**src/rtl/fabric_boot_sequencer_if.sv**
```systemverilog
// Bitstream sequencer bus: source words, SPI controller handshake, warmboot, config out.
// Latency: none (wires only).
// Backpressure: none; config words are pushed and must be accepted every cycle.
interface fabric_boot_sequencer_if #(
  parameter int          NUM_SOURCES     = 2,
  parameter int          DATA_WIDTH      = 32,
  parameter int          SLOT_WIDTH      = 4,
  parameter int unsigned BITSTREAM_WORDS = 32'h1762,
  parameter int          MODE_WIDTH      = (NUM_SOURCES > 1) ? $clog2(NUM_SOURCES) : 1,
  parameter int          COUNT_WIDTH     = $clog2(BITSTREAM_WORDS + 1)
);
  logic [MODE_WIDTH-1:0]             mode_i;
  logic [NUM_SOURCES*DATA_WIDTH-1:0] src_data_i;
  logic [NUM_SOURCES-1:0]            src_valid_i;
  logic                              ctrl_start_o;
  logic [SLOT_WIDTH-1:0]             ctrl_slot_o;
  logic                              ctrl_busy_i;
  logic                              warmboot_boot_i;
  logic [SLOT_WIDTH-1:0]             warmboot_slot_i;
  logic                              warmboot_reset_o;
  logic [DATA_WIDTH-1:0]             cfg_data_o;
  logic                              cfg_valid_o;
  logic                              busy_o;
  logic                              error_o;
  logic [COUNT_WIDTH-1:0]            word_count_o;

  // Environment side: drives sources, controller status and warmboot requests.
  modport master (
    output mode_i, src_data_i, src_valid_i, ctrl_busy_i, warmboot_boot_i, warmboot_slot_i,
    input  ctrl_start_o, ctrl_slot_o, warmboot_reset_o, cfg_data_o, cfg_valid_o,
           busy_o, error_o, word_count_o
  );

  // Sequencer side.
  modport slave (
    input  mode_i, src_data_i, src_valid_i, ctrl_busy_i, warmboot_boot_i, warmboot_slot_i,
    output ctrl_start_o, ctrl_slot_o, warmboot_reset_o, cfg_data_o, cfg_valid_o,
           busy_o, error_o, word_count_o
  );
endinterface

```
**src/rtl/fabric_boot_sequencer.sv**
```systemverilog
// Selects one bitstream source, launches SPI fetches (startup/warmboot/golden retry), forwards words to fabric_config.
// Latency: 1 cycle from a source word to cfg_valid_o/cfg_data_o.
// Backpressure: none; words from the latched source are forwarded as they arrive, excess words dropped.
module fabric_boot_sequencer #(
  parameter int          NUM_SOURCES     = 2,
  parameter int          DATA_WIDTH      = 32,
  parameter int          SLOT_WIDTH      = 4,
  parameter int unsigned BITSTREAM_WORDS = 32'h1762,
  parameter int          TIMEOUT_CYCLES  = 65536
) (
  input  logic                   clk_i,
  input  logic                   rst_ni,
  fabric_boot_sequencer_if.slave bus
);
  localparam int MODE_WIDTH  = (NUM_SOURCES > 1) ? $clog2(NUM_SOURCES) : 1;
  localparam int COUNT_WIDTH = $clog2(BITSTREAM_WORDS + 1);
  localparam int TMO_WIDTH   = $clog2(TIMEOUT_CYCLES + 1);

  typedef enum logic [2:0] {
    ST_STARTUP,
    ST_IDLE,
    ST_FETCH,
    ST_LOAD,
    ST_DONE,
    ST_ERROR
  } state_e;

  state_e                  state_q, state_d;
  logic [SLOT_WIDTH-1:0]   slot_q, slot_d;        // slot of the current/last fetch
  logic [SLOT_WIDTH-1:0]   wb_slot_q, wb_slot_d;  // most recent warmboot slot request
  logic                    pend_q, pend_d;
  logic                    retry_q, retry_d;
  logic [MODE_WIDTH-1:0]   src_q, src_d;
  logic [COUNT_WIDTH-1:0]  cnt_q, cnt_d;
  logic [TMO_WIDTH-1:0]    tmo_q, tmo_d;
  logic                    cfg_vld_q, cfg_vld_d;
  logic [DATA_WIDTH-1:0]   cfg_dat_q, cfg_dat_d;
  logic                    err_q, err_d;

  logic [MODE_WIDTH-1:0]   sel;
  logic [DATA_WIDTH-1:0]   sel_dat;
  logic                    sel_vld;

  // In LOAD the latched source is used, otherwise the live mode selection.
  assign sel = (state_q == ST_LOAD) ? src_q : bus.mode_i;

  // Mux the selected source's word and valid out of the packed source bus.
  always_comb begin
    sel_dat = '0;
    sel_vld = 1'b0;
    for (int k = 0; k < NUM_SOURCES; k++) begin
      if (sel == MODE_WIDTH'(k)) begin
        sel_dat = bus.src_data_i[k*DATA_WIDTH +: DATA_WIDTH];
        sel_vld = bus.src_valid_i[k];
      end
    end
  end

  // Next-state and datapath updates for the sequencer FSM.
  always_comb begin
    state_d   = state_q;
    slot_d    = slot_q;
    wb_slot_d = wb_slot_q;
    pend_d    = pend_q;
    retry_d   = retry_q;
    src_d     = src_q;
    cnt_d     = cnt_q;
    tmo_d     = tmo_q;
    cfg_vld_d = 1'b0;
    cfg_dat_d = cfg_dat_q;
    err_d     = err_q;

    // A request that is not consumed right away is remembered; last one wins.
    if (bus.warmboot_boot_i) begin
      pend_d    = 1'b1;
      wb_slot_d = bus.warmboot_slot_i;
    end

    case (state_q)
      ST_STARTUP: begin
        if (bus.mode_i == '0) begin
          state_d = ST_FETCH;
          slot_d  = '0;
          src_d   = '0;
        end else begin
          state_d = ST_IDLE;
        end
      end
      ST_IDLE: begin
        if ((bus.mode_i == '0) && (bus.warmboot_boot_i || pend_q) && !bus.ctrl_busy_i) begin
          state_d = ST_FETCH;
          slot_d  = bus.warmboot_boot_i ? bus.warmboot_slot_i : wb_slot_q;
          src_d   = '0;
          pend_d  = 1'b0;
        end else if ((bus.mode_i != '0) && sel_vld) begin
          // Passive source: the word that wakes us up is already word 1.
          src_d     = bus.mode_i;
          cfg_vld_d = 1'b1;
          cfg_dat_d = sel_dat;
          cnt_d     = COUNT_WIDTH'(1);
          tmo_d     = '0;
          state_d   = (cnt_d == COUNT_WIDTH'(BITSTREAM_WORDS)) ? ST_DONE : ST_LOAD;
        end
      end
      ST_FETCH: begin
        cnt_d   = '0;
        tmo_d   = '0;
        state_d = ST_LOAD;
      end
      ST_LOAD: begin
        if (sel_vld) begin
          cfg_vld_d = 1'b1;
          cfg_dat_d = sel_dat;
          cnt_d     = cnt_q + 1'b1;
          tmo_d     = '0;
          if (cnt_d == COUNT_WIDTH'(BITSTREAM_WORDS)) begin
            state_d = ST_DONE;
          end
        end else begin
          tmo_d = tmo_q + 1'b1;
          if (tmo_q == TMO_WIDTH'(TIMEOUT_CYCLES - 1)) begin
            state_d = ST_ERROR;
            err_d   = 1'b1;
          end
        end
      end
      ST_DONE: begin
        err_d   = 1'b0;
        retry_d = 1'b0;
        state_d = ST_IDLE;
      end
      ST_ERROR: begin
        // One retry from the golden image, only for a failed non-golden SPI load.
        if ((src_q == '0) && !retry_q && (slot_q != '0)) begin
          retry_d = 1'b1;
          slot_d  = '0;
          state_d = ST_FETCH;
        end else begin
          state_d = ST_IDLE;
        end
      end
      default: state_d = ST_IDLE;
    endcase
  end

  // FSM state register.
  always_ff @(posedge clk_i or negedge rst_ni) begin
    if (!rst_ni) begin
      state_q <= ST_STARTUP;
    end else begin
      state_q <= state_d;
    end
  end

  // Slot, request, counter and output registers.
  always_ff @(posedge clk_i or negedge rst_ni) begin
    if (!rst_ni) begin
      slot_q    <= '0;
      wb_slot_q <= '0;
      pend_q    <= 1'b0;
      retry_q   <= 1'b0;
      src_q     <= '0;
      cnt_q     <= '0;
      tmo_q     <= '0;
      cfg_vld_q <= 1'b0;
      cfg_dat_q <= '0;
      err_q     <= 1'b0;
    end else begin
      slot_q    <= slot_d;
      wb_slot_q <= wb_slot_d;
      pend_q    <= pend_d;
      retry_q   <= retry_d;
      src_q     <= src_d;
      cnt_q     <= cnt_d;
      tmo_q     <= tmo_d;
      cfg_vld_q <= cfg_vld_d;
      cfg_dat_q <= cfg_dat_d;
      err_q     <= err_d;
    end
  end

  // Busy window covers the whole fetch/load/done sequence; the fabric warmboot logic is held with it.
  assign bus.busy_o           = (state_q == ST_FETCH) || (state_q == ST_LOAD) || (state_q == ST_DONE);
  assign bus.warmboot_reset_o = bus.busy_o;
  assign bus.ctrl_start_o     = (state_q == ST_FETCH);
  assign bus.ctrl_slot_o      = (state_q == ST_FETCH) ? slot_q : '0;
  assign bus.cfg_data_o       = cfg_dat_q;
  assign bus.cfg_valid_o      = cfg_vld_q;
  assign bus.error_o          = err_q;
  assign bus.word_count_o     = cnt_q;
endmodule

```
**src/flat_wrapper.sv**
```systemverilog
// flat-port wrapper written by rule: the top's interface ports become plain ports
module fabric_boot_sequencer_flat 
#(
  parameter int          NUM_SOURCES     = 2,
  parameter int          DATA_WIDTH      = 32,
  parameter int          SLOT_WIDTH      = 4,
  parameter int unsigned BITSTREAM_WORDS = 32'h1762,
  parameter int          TIMEOUT_CYCLES  = 65536
)
  (clk_i, rst_ni, bus_mode_i, bus_src_data_i, bus_src_valid_i, bus_ctrl_busy_i, bus_warmboot_boot_i, bus_warmboot_slot_i, bus_ctrl_start_o, bus_ctrl_slot_o, bus_warmboot_reset_o, bus_cfg_data_o, bus_cfg_valid_o, bus_busy_o, bus_error_o, bus_word_count_o);
  fabric_boot_sequencer_if #(.NUM_SOURCES(NUM_SOURCES), .DATA_WIDTH(DATA_WIDTH), .SLOT_WIDTH(SLOT_WIDTH), .BITSTREAM_WORDS(BITSTREAM_WORDS)) bus_i ();
  input  logic clk_i;
  input  logic rst_ni;
  input wire logic [$bits(bus_i.mode_i)-1:0] bus_mode_i;
  input wire logic [$bits(bus_i.src_data_i)-1:0] bus_src_data_i;
  input wire logic [$bits(bus_i.src_valid_i)-1:0] bus_src_valid_i;
  input wire logic [$bits(bus_i.ctrl_busy_i)-1:0] bus_ctrl_busy_i;
  input wire logic [$bits(bus_i.warmboot_boot_i)-1:0] bus_warmboot_boot_i;
  input wire logic [$bits(bus_i.warmboot_slot_i)-1:0] bus_warmboot_slot_i;
  output wire logic [$bits(bus_i.ctrl_start_o)-1:0] bus_ctrl_start_o;
  output wire logic [$bits(bus_i.ctrl_slot_o)-1:0] bus_ctrl_slot_o;
  output wire logic [$bits(bus_i.warmboot_reset_o)-1:0] bus_warmboot_reset_o;
  output wire logic [$bits(bus_i.cfg_data_o)-1:0] bus_cfg_data_o;
  output wire logic [$bits(bus_i.cfg_valid_o)-1:0] bus_cfg_valid_o;
  output wire logic [$bits(bus_i.busy_o)-1:0] bus_busy_o;
  output wire logic [$bits(bus_i.error_o)-1:0] bus_error_o;
  output wire logic [$bits(bus_i.word_count_o)-1:0] bus_word_count_o;
  assign bus_i.mode_i = bus_mode_i;
  assign bus_i.src_data_i = bus_src_data_i;
  assign bus_i.src_valid_i = bus_src_valid_i;
  assign bus_i.ctrl_busy_i = bus_ctrl_busy_i;
  assign bus_i.warmboot_boot_i = bus_warmboot_boot_i;
  assign bus_i.warmboot_slot_i = bus_warmboot_slot_i;
  assign bus_ctrl_start_o = bus_i.ctrl_start_o;
  assign bus_ctrl_slot_o = bus_i.ctrl_slot_o;
  assign bus_warmboot_reset_o = bus_i.warmboot_reset_o;
  assign bus_cfg_data_o = bus_i.cfg_data_o;
  assign bus_cfg_valid_o = bus_i.cfg_valid_o;
  assign bus_busy_o = bus_i.busy_o;
  assign bus_error_o = bus_i.error_o;
  assign bus_word_count_o = bus_i.word_count_o;
  fabric_boot_sequencer #(.NUM_SOURCES(NUM_SOURCES), .DATA_WIDTH(DATA_WIDTH), .SLOT_WIDTH(SLOT_WIDTH), .BITSTREAM_WORDS(BITSTREAM_WORDS), .TIMEOUT_CYCLES(TIMEOUT_CYCLES)) u_core (.clk_i(clk_i), .rst_ni(rst_ni), .bus(bus_i));
endmodule
```
**config.mk**
```make
export PLATFORM = sky130hd
export DESIGN_NAME = fabric_boot_sequencer_flat
export DESIGN_NICKNAME = d
export VERILOG_FILES = /design/src/rtl/fabric_boot_sequencer_if.sv /design/src/rtl/fabric_boot_sequencer.sv /design/src/flat_wrapper.sv
export SDC_FILE = /design/constraint.sdc
export NUM_CORES = 1
export LEC_CHECK = 0
export ABC_AREA = 1
export CAP_MARGIN = 20
export CORE_MARGIN = 10
export CORE_UTILIZATION = 48
export CTS_CLUSTER_SIZE = 20
export DETAILED_ROUTE_END_ITERATION = 6
export PLACE_DENSITY = 0.9
export RECOVER_POWER = 50
export SETUP_SLACK_MARGIN = 0.2
export SLEW_MARGIN = 0
export SYNTH_ARGS = -nofsm -noshare
export SYNTH_HDL_FRONTEND = slang
export SYNTH_SLANG_ARGS = --single-unit
```
**constraint.sdc**
```tcl
create_clock -name clk_i -period 2.48 [get_ports clk_i]
set_clock_uncertainty 0.05 [all_clocks]
set_input_delay 0.496 -clock clk_i [delete_from_list [all_inputs] [get_ports clk_i]]
set_output_delay 0.496 -clock clk_i [all_outputs]
set_load 0.03 [all_outputs]
```
=== Yosys cells after proc, flatten, opt, wreduce, memory -nomap -nowiden ===
Index checks and enable logic that the tools add are counted.

* Add/subtract/negate cells: 2
* Multiply operators: 0
* Div/mod/pow operators: 0
* Magnitude comparators: 0
* Equal/unequal tests: 18
* Shift operators: 0
* Muxes and demuxes: 45
* Bitwise operators: 2
* Reduce and logical (&&, ||, !) cells: 26

{| class="wikitable"
|+ Operator list
! operator !! count
|-
| two-way mux 32 bit || 4
|-
| case mux 32 bit (2 select lines) || 1
|-
| two-way mux 17 bit || 3
|-
| case mux 17 bit (3 select lines) || 1
|-
| two-way mux 13 bit || 3
|-
| case mux 13 bit (3 select lines) || 1
|-
| two-way mux 4 bit || 5
|-
| adder 17 x 1 -> 17 bit, second input constant || 1
|-
| equality test 17 x 16 -> 1 bit, second input constant || 1
|-
| two-way mux 3 bit || 5
|-
| case mux 3 bit (5 select lines) || 1
|-
| two-way mux 1 bit || 14
|-
| adder 13 x 1 -> 13 bit, second input constant || 1
|-
| equality test 13 bit, second input constant || 1
|-
| case mux 4 bit (3 select lines) || 1
|-
| AND reduction 3 bit || 4
|-
| AND reduction 4 bit || 3
|-
| inequality test 2 x 1 -> 1 bit, second input constant || 4
|-
| inequality test 2 bit, second input constant || 4
|-
| case mux 1 bit (2 select lines) || 4
|-
| nonzero test 2 bit || 4
|-
| equality test 3 x 2 -> 1 bit, second input constant || 2
|-
| equality test 3 bit, second input constant || 2
|-
| nonzero test 3 bit || 2
|-
| 12 further kinds || 21
|}

* Flip-flop bits (word level): 78
* Latch bits: 0
* Bits in writable memories: 0
* Memory bits (read-only): 0
* Input port bits: 75
* Output and inout bits: 54
* Word-level logic and storage cells: 104
* Memories: 0

=== Longest topological paths before layout ===
* Depth in word-level cells: 7
* Depth in mapped cells: 14
* Mapped depth without buffers: 13

=== Least setup slack after synthesis ===
Ideal clock, no wire load.

* Path type: register to output
* Start: register u_core.state_q[1]
* End: output port bus_warmboot_reset_o
* Arrival time: 1.667 ns
* Data required time: 1.934 ns
* Path slack: 0.267 ns
* Cell stages (with the launch flop): 5
* Buffers on the path: 1
* Cells stage by stage: dfrtp_1 > nor2_1 > inv_1 > o21ai_0 > buf_4

* Cells in the longest elaborated chain, start to end: 3
* Elaborated cells on any way between the ends: 5
* Classes of those cells: eq/ne (3); reduce/logical (2)

{| class="wikitable"
|+ Ends and longest elaborated chain
! element !! line !! RTL
|-
| start: declaration || fabric_boot_sequencer.sv:28 || <nowiki>state_e state_q, state_d;</nowiki>
|-
| start signal: assignment || fabric_boot_sequencer.sv:151 || <nowiki>state_q <= state_d;</nowiki>
|-
| equality test 3 x 2 -> 1 bit || fabric_boot_sequencer.sv:183 || <nowiki>assign bus.busy_o = (state_q == ST_FETCH) || (state_q == ST_LOAD) || (state_q == ST_DONE);</nowiki>
|-
| logical OR 1 bit || fabric_boot_sequencer.sv:183 ||
|-
| logical OR 1 bit (*) || fabric_boot_sequencer.sv:183 ||
|-
| end: declaration || flat_wrapper.sv:22 || <nowiki>output wire logic [$bits(bus_i.warmboot_reset_o)-1:0] bus_warmboot_reset_o;</nowiki>
|}

Every way passes the cells marked *; elsewhere a longest branch is shown, timed or not.

=== Worst setup path after layout ===
* Start: register u_core.state_q[1]
* End: output port bus_busy_o

* Cells in the longest elaborated chain, start to end: 3
* Elaborated cells on any way between the ends: 5
* Classes of those cells: eq/ne (3); reduce/logical (2)

{| class="wikitable"
|+ Ends and longest elaborated chain
! element !! line !! RTL
|-
| equality test 3 x 2 -> 1 bit || fabric_boot_sequencer.sv:183 ||
|-
| logical OR 1 bit || fabric_boot_sequencer.sv:183 ||
|-
| logical OR 1 bit (*) || fabric_boot_sequencer.sv:183 ||
|-
| end: declaration || flat_wrapper.sv:25 || <nowiki>output wire logic [$bits(bus_i.busy_o)-1:0] bus_busy_o;</nowiki>
|}

Marks and branches as above.

==> results.cfg <==
[power_and_ir_drop]
internal_power_w = 0.00371
p_clk_share_pct = 17.8
p_leak_nw = 2.78
p_sw_share_pct = 44.1
seq_power_share_pct = 28.7
ir_worst_vdd_v = 0.000427
power_frac_comb_pct = 53.5
switchingPower_w = 0.00293
power_w = 0.00664
p_per_area_nw_per_um2 = 1090

[clocking]
cts_tree = yes
clk_latency_ns = 0.36
cts_hold_buf = 0
cts_made_buffers = 9
h-tree-depth = 3
cts_root_buf = clkbuf_8
cts_sinks = 78
cts.clk_slew.worst_paths_ns = 0.09
cts_buffer_depth = 2

[cells_and_area]
layout_commonest_cell = nand2_1
final_core_util_pct = 69.0
area_growth_pct = 38.4
final_cell_mix = 144 x nand2_1, 98 x clkdlybuf4s50_1, 84 x inv_1
nets = 778
final_area_um2 = 6110
num_antenna_cells = 0
drive_gt1_share_pct = 12.5

[timing]
setup_violations = 0
min_period_ns = 2.22
rsz0062_at_grt = true
relSlewSlack_pct = -25.3
fmax_ghz = 0.451
slew_viol_final = 34
tightestPinTransition_ns = 1.88
period_share_pct = 89.5
hold_viol_final = 0
timing.setup.tns_ns = 0

[yosys]
synthTopCellsByArea = dfrtp_1 44%, nand2_1 12%, mux2_2 7.9%
synth_top_flop_cell = dfrtp_1
ys_types = 33
synth_edf_count = 0
netlist_instances = 564
synth_nets = 643
synth_top_family_by_area = simple AND/OR/NAND/NOR gates
syn_area_per_cell_um2 = 7.82
synth-simple-area-share_pct = 25.8
synth_top_area_share_pct = 44.2
async_flop_share_pct = 100
ys_seq_elements = 78
yosys.area.top_type = dfrtp_1
synth-seq-area-share_pct = 44.2
synth_mux_area_share_pct = 8.39
synthAdderAreaFrac_pct = 1.13
synthXorXnorAreaFrac_pct = 1.19
yosysWarningCount = 0
synth_area_um2 = 4410
synth_compound_area_share_pct = 8.76

[floorplan]
ios = 129
die_y_um = 116
rows = 34
die_area_um2 = 13400
coreArea_um2 = 8850
start_util_pct = 49.9
die_w_um = 116

[routing]
wl_per_cell_um = 15.9
dr.pass1.iters = 6
vias = 4304
drcViolationCount = 0
routed_wl_um = 12900
via_per_inst = 5.30
drt.antenna.violating_nets = 0
first_iter_violations = 382

[setup_path]
crit_type = reg -> out
cp.arrival_ns = 1.67
critical_path.startpoint = u_core.state_q[1]$_DFFE_PN0P_
endpoint_kind = output port
cp-start-kind = flip-flop
cp_data_required_time_ns = 1.93
rr_startpoint = u_core.tmo_q[0]$_DFFE_PN0P_
crit_path_max_fanout = 5

[placed_design]
gp_congestion = 0.947
portBuffers = 128
hpwl_um = 9690
place_area_um2 = 5840

[global_routing]
grt_pass1_wl_um = 20400
grt_max_degree = 46
antenna_found_initial = 0
grt.total_usage_pct = 18.6
grt.overflow.total = 0
grt_pass1_vias = 4126

[status]
violations = capacitance limit, slew limit
outcome = finished with violations

[min_path]
hp-start = u_core.wb_slot_q[3]$_DFF_PN0_
hold_path_class = reg -> reg

[flow_run]
drv_cap = 1
[per-stage QoR]
stage	hold slack [ns]	setup WS, ns	instances
CTS	0.0472	0.195	810
finish	0.431	0.262	812
detailed placement	0.410	0.0796	794
global route	0.471	0.149	812
global placement	0.409	0.187	794
floorplan	0.150	0.267	564
[worst max-delay path: stages, from the launching register on]
cell and delay [ns]:
dfrtp_2 0.44, inv_1 0.10, nor2_2 0.17, inv_1 0.10
o21ai_1 0.17, clkdlybuf4s15_2 0.35
[final cells by class]
cell class	count	area, um2
well taps	108	135
clock inverters	7	121
multi-input cells	380	2030
fillers	662	2740
repair buffers	142	1420
clock buffers	9	124
flip-flops and latches	78	1950
inverters	88	330
[metal layers]
metal / vias up / part of all wire [%] / GRT usage, %
li1: 2083 / - / -
met4: 0 / 1.5 / 6.67
met2: 184 / 51 / 32.0
met5: - / 0 / 0
met3: 16 / 8.3 / 4.65
met1: 2021 / 39 / 22.2
[logic make-up after synthesis]
| family | after synthesis |
|---|---|
| mux | 33 |
| fa+ha+maj | 4 |
| flops | 78 |
| buf+inv | 106 |
| compound gates | 72 |
| xor+xnor | 6 |
| simple gates | 265 |
[synthesized netlist by cell type (all sizes together), types with 2 or more instances]
| cell | count |
|---|---|
| buf | 12 |
| nor3 | 9 |
| o211ai | 2 |
| mux2 | 32 |
| nor2 | 51 |
| inv | 88 |
| clkbuf | 6 |
| o21ai | 62 |
| nand2 | 150 |
| ha | 4 |
| xor2 | 6 |
| nor4 | 2 |
| a21oi | 4 |
| nand4 | 16 |
| dfrtp | 78 |
| nand3 | 36 |
[worst paths after layout]
path                                                           to  slack, ns  cells past startpoint
min reg2reg                         u_core.wb_slot_q[3]$_DFF_PN0_       0.43                      2
max in group asynchronous  u_core.bus.word_count_o[3]$_DFFE_PN0P_       0.70                      1
min                                 u_core.wb_slot_q[3]$_DFF_PN0_       0.43                      2
max reg2reg                         u_core.state_q[2]$_DFFE_PN0P_       0.38                     12
max                                                    bus_busy_o       0.26                      5
min in group asynchronous            u_core.tmo_q[10]$_DFFE_PN0P_       0.60                      1
[power groups by stage]
| stage | Combinational (W) | Sequential, W | Clock [W] |
|---|---|---|---|
| after global placement | 0.00349 | 0.00191 | 0 |
| after CTS | 0.00360 | 0.00191 | 0.00119 |
| after floorplan | 0.00175 | 0.00248 | 0 |
| final | 0.00355 | 0.00191 | 0.00118 |
| after global routing | 0.00384 | 0.00194 | 0.00124 |
| after detailed placement | 0.00359 | 0.00194 | 0 |
[timing repair]
item	in CTS	in global routing
setup buffers	0	2
endpoints found under the setup margin	9	10
resized for setup	28	8
[registers in the layout (all words and copies together) (netlist names)]
register	flops
u_core.bus.cfg_data_o	32
u_core.wb_slot_q	4
u_core.bus.error_o	1
u_core.bus.cfg_valid_o	1
u_core.tmo_q	17
u_core.retry_q	1
u_core.pend_q	1
u_core.src_q	1
u_core.state_q	3
u_core.slot_q	4
u_core.bus.word_count_o	13
(Power assumes the default switching activity.)
==> edit 1, RTL diff (same flow settings) <==
`BITSTREAM_WORDS` is set to 32'h1762 in 3 places; all go to 32'h2EC4.
--- a/src/rtl/fabric_boot_sequencer_if.sv
+++ b/src/rtl/fabric_boot_sequencer_if.sv
@@ -7,3 +7,3 @@
   parameter int          SLOT_WIDTH      = 4,
-  parameter int unsigned BITSTREAM_WORDS = 32'h1762,
+  parameter int unsigned BITSTREAM_WORDS = 32'h2EC4,
   parameter int          MODE_WIDTH      = (NUM_SOURCES > 1) ? $clog2(NUM_SOURCES) : 1,
--- a/src/rtl/fabric_boot_sequencer.sv
+++ b/src/rtl/fabric_boot_sequencer.sv
@@ -7,3 +7,3 @@
   parameter int          SLOT_WIDTH      = 4,
-  parameter int unsigned BITSTREAM_WORDS = 32'h1762,
+  parameter int unsigned BITSTREAM_WORDS = 32'h2EC4,
   parameter int          TIMEOUT_CYCLES  = 65536
--- a/src/flat_wrapper.sv
+++ b/src/flat_wrapper.sv
@@ -6,3 +6,3 @@
   parameter int          SLOT_WIDTH      = 4,
-  parameter int unsigned BITSTREAM_WORDS = 32'h1762,
+  parameter int unsigned BITSTREAM_WORDS = 32'h2EC4,
   parameter int          TIMEOUT_CYCLES  = 65536
Interface: changed (resized bus_word_count_o); port bits go from 129 to 130. The function was not compared with the original's and may differ.
==> edit 1 against the original RTL <==
Worst setup slack got worse by 0.065 ns; die area fell by 2.5%; wire length rose by 7.7%; synthesized area fell by 3.0%; via count rose by 1.5%; cell area fell by 2.2%; sequential share of layout area rose by 1.1 points; total power fell by 1.4%; first-iteration DRC count fell by 2.1%; sequential cell count rose by 1; final cell count fell by 3.3%; critical path type unchanged; critical endpoint unchanged.
==> edit 1: results (changes against the original RTL) <==
metric	value	unit	change
leakage	0.00261	µW	was 0.00278 µW
dpl.hpwl	10000	µm	was 9690 µm
grt_pass1_vias	4335		was 4126
root_buffer	clkbuf_8		unchanged
grt_pass1_wl	22000	µm	was 20400 µm
cts_buffers	9		unchanged
grt_max_degree	42		was 46
ys_top_cells_by_area	dfrtp_1 46%, nand2_1 10%, mux2i_1 7.5%		was dfrtp_1 44%, nand2_1 12%, mux2_2 7.9%
track_usage	20.6	%	was 18.6%
fillerInstances	636		was 662
clkTransAtPathRegs	0.09	ns	about the same
dp_slack	0.0612	ns	was 0.0796 ns
largest_reg_flops	32		unchanged
nets	751		was 778
max_stage_delay	0.46	ns	was 0.44 ns
first_iter_violations	374		was 382
synth_nets	606		was 643
clk_latency	0.37	ns	
async_reset_ff_share	100	%	unchanged
yosysWarnings	0		unchanged
ys.flop_type	dfrtp_1		unchanged
htreeDepth	3		unchanged
cts_max_path_buffers	2		unchanged
firstDrtPassIters	7		was 6
portBuffers	129		was 128
crit_path_top_delay_cell	dfrtp_1		was dfrtp_2
path_delay_family	buffers and inverters		unchanged
antenna_found_initial	0		unchanged
drive_gt1_share	8.42	%	was 12.5%
yosysSeqAreaShare	46.2	%	was 44.2%
vias_per_cell	5.57		was 5.30
arrival	1.74	ns	was 1.67 ns
wl_per_cell	17.8	µm	was 15.9 µm
status	finished, final reports clean		was finished, violations left
irDropWorstVdd	0.480	mV	was 0.427 mV
antennaDiodeCount	0		unchanged
hold_class	in -> async		was reg -> reg
synth_common_cells	117 x nand2_1, 79 x dfrtp_1, 77 x nor2_1		was 146 x nand2_1, 83 x inv_1, 78 x dfrtp_1
slew_headroom	35.5	%	was -25.3%
place_congestion	0.933		was 0.947
ys_types	34		was 33
crit_path_max_fanout	5		unchanged
==> edit 1: cell types whose count changed after synthesis, sizes merged, moves of 6 or more <==
| cell | change |
|---|---|
| mux2 | -32 |
| nor2 | +28 |
| a21oi | +36 |
| nand2 | -28 |
| clkbuf | -6 |
| inv | -38 |
| nand4 | -7 |
| o21ai | -41 |
| mux2i | +31 |
==> edit 1: where the power goes <==
group	switching (µW)	total (µW)	internal [µW]	leakage [µW]
Combinational	2310	3690	1380	0.00154
Clock	534	918	384	0.0000863
Sequential	256	1940	1680	0.000976
==> edit 1: layer usage <==
layer	vias to the layer above	global-route usage (%)	part of all wire, %
li1	2029	-	-
met1	2022	24.2	39
met2	257	33.9	48
met3	62	6.39	9.4
met4	0	9.02	3.9
met5	-	0	0
==> edit 1: layout make-up <==
cell class	count	share of cell area (%)
multi-input combinational	383	34.0
sequential	79	33.1
timing repair buffer	149	24.2
inverter	50	3.22
tap	108	2.26
clock buffer	9	2.07
clock inverter	7	1.05
==> edit 1: metrics by stage <==
stage          area, µm²  instances  hold WS [ns]  utilization, %
2_1_floorplan       4280        527         0.150               -
3_3_place_gp        5720        761         0.408            65.9
3_5_place_dp        5720        761         0.412            65.9
4_1_cts             5960        780        0.0531            68.7
5_1_grt             5980        785         0.290            68.9
6_report            5980        785         0.211            68.9
==> edit 1: path summary, 6_finish.rpt <==
kind / cells after the start / to / slack (ns) / from
max in group asynchronous: 2 / u_core.state_q[1] / 0.63 / rst_ni
worst max register to register: 12 / u_core.bus.word_count_o[0] / 0.23 / u_core.state_q[2]
worst max-delay path: 4 / bus_busy_o / 0.20 / u_core.state_q[0]
worst min-delay path: 1 / u_core.tmo_q[11] / 0.21 / rst_ni
worst min register to register: 2 / u_core.wb_slot_q[0] / 0.44 / u_core.wb_slot_q[0]
min in group clk_i: 2 / u_core.wb_slot_q[0] / 0.44 / u_core.wb_slot_q[0]
==> edit 1: timing repair <==
| action | in CTS | in global routing |
|---|---|---|
| endpoints found under the hold margin | 0 | 0 |
| buffers inserted | 2 | 5 |
| cloned | 1 | 0 |
| setup endpoints to repair | 33 | 58 |
| pin swaps | 1 | 2 |
| gates resized for setup | 15 | 23 |
| hold buffers | 0 | 0 |
==> edit 1: cells by family (layout without fill, tap and decap cells) <==
| kind of cell | Yosys count | count (layout) | share of synthesized area, % |
|---|---|---|---|
| AO/OA/AOI/OAI | 72 | 72 | 9.21 |
| XOR/XNOR | 9 | 9 | 1.84 |
| adder cells (fa/ha/maj) | 4 | 4 | 1.17 |
| buffers and inverters | 65 | 215 | 6.99 |
| flip-flops | 79 | 79 | 46.2 |
| multiplexers | 32 | 32 | 7.49 |
| AND/OR/NAND/NOR | 266 | 266 | 27.1 |
==> edit 2, RTL diff (same flow settings) <==
Made on the original files. `cfg_dat_q` no longer has a reset.
--- a/src/rtl/fabric_boot_sequencer.sv
+++ b/src/rtl/fabric_boot_sequencer.sv
@@ -165,3 +165,2 @@
       cfg_vld_q <= 1'b0;
-      cfg_dat_q <= '0;
       err_q     <= 1'b0;
@@ -176,5 +175,8 @@
       cfg_vld_q <= cfg_vld_d;
-      cfg_dat_q <= cfg_dat_d;
       err_q     <= err_d;
     end
+  end
+
+  always_ff @(posedge clk_i) begin
+    cfg_dat_q <= cfg_dat_d;
   end
Formal check against the unedited RTL: differs if rst_ni is asserted again (counterexample within 4 cycles, from zero or initial values and one cycle with rst_ni low); with rst_ni held inactive, the same outputs for 10 cycles.
==> edit 2 against the original RTL <==
Synthesized area decreased by 7.4%; sequential cell count unchanged; via count decreased by 6.0%; global-route usage increased by 0.41 points; register-to-register slack got worse by 0.05 ns; total power decreased by 4.9%; maximum frequency increased by 3.2%; cell area decreased by 5.6%; wire length decreased by 4.2%; worst setup slack improved by 0.069 ns; synthesized cell count decreased by 8.0%; critical path depth increased by 7.
==> edit 2: results (changes against the original RTL) <==
metric	value	unit	change
status	finished, final reports clean		was finished, violations left
num-multi-input-gates	375		was 380
grt_max_degree	33		was 46
grt_util_met3	3.99	%	was 4.65%
crit_path_top_delay_cell	dfrtp_1		was dfrtp_2
place_congestion	0.925		was 0.947
seq_share	36.7	%	was 32.0%
crit_path_max_fanout	14		was 5
grt_pass1_vias	3997		was 4126
clk_latency	0.34	ns	was 0.36 ns
dp_slack	0.125	ns	was 0.0796 ns
nClkBuffers	11		was 9
dp_cells	752		was 794
tightest_slew	1.45	ns	was 1.88 ns
r2r_setup_slack	0.33	ns	was 0.38 ns
dr_wl_met2	6650	µm	was 6620 µm
path_delay_family	simple AND/OR/NAND/NOR gates		was buffers and inverters
wl_per_cell	16.1	µm	was 15.9 µm
async_reset_ff_share	59.0	%	was 100%
first_iter_violations	291		was 382
inverters	54		was 88
clkCellAreaFrac	3.97	%	was 4.02%
drive_gt1_share	7.83	%	was 12.5%
synth_common_cells	206 x nand2_1, 51 x inv_1, 46 x dfrtp_1		was 146 x nand2_1, 83 x inv_1, 78 x dfrtp_1
wl_met3	916	µm	was 1070 µm
[edit 2: report_power, final]
group	switching [µW]	internal (µW)
Sequential	185	1870
Clock	460	664
Combinational	2090	1040
[edit 2: per-stage QoR]
step	hold WS, ns	instance area (µm²)	total power [µW]
finish	0.423	5770	6310
global route	0.474	5770	6650
floorplan	0.150	4090	3950
CTS	0.113	5770	6370
global placement	0.408	5540	5130
detailed placement	0.408	5540	5250
[edit 2: cell families (layout without fill, tap and decap cells)]
| family | Yosys count | count (layout) | share of synthesized area (%) |
|---|---|---|---|
| AOI/OAI and AO/OA | 43 | 43 | 5.97 |
| DFF | 78 | 78 | 51.7 |
| adders and majority gates | 4 | 4 | 1.23 |
| and+or+nand+nor | 321 | 321 | 33.2 |
| buffers and inverters | 66 | 211 | 6.40 |
| xor gates and xnor gates | 7 | 7 | 1.50 |
[edit 2: what timing repair did]
item,4_1_cts,5_1_grt
gates resized for setup,17,20
hold buffers,0,0
endpoints found under the setup margin,7,12
setup buffers,0,1
hold endpoints to repair,0,0
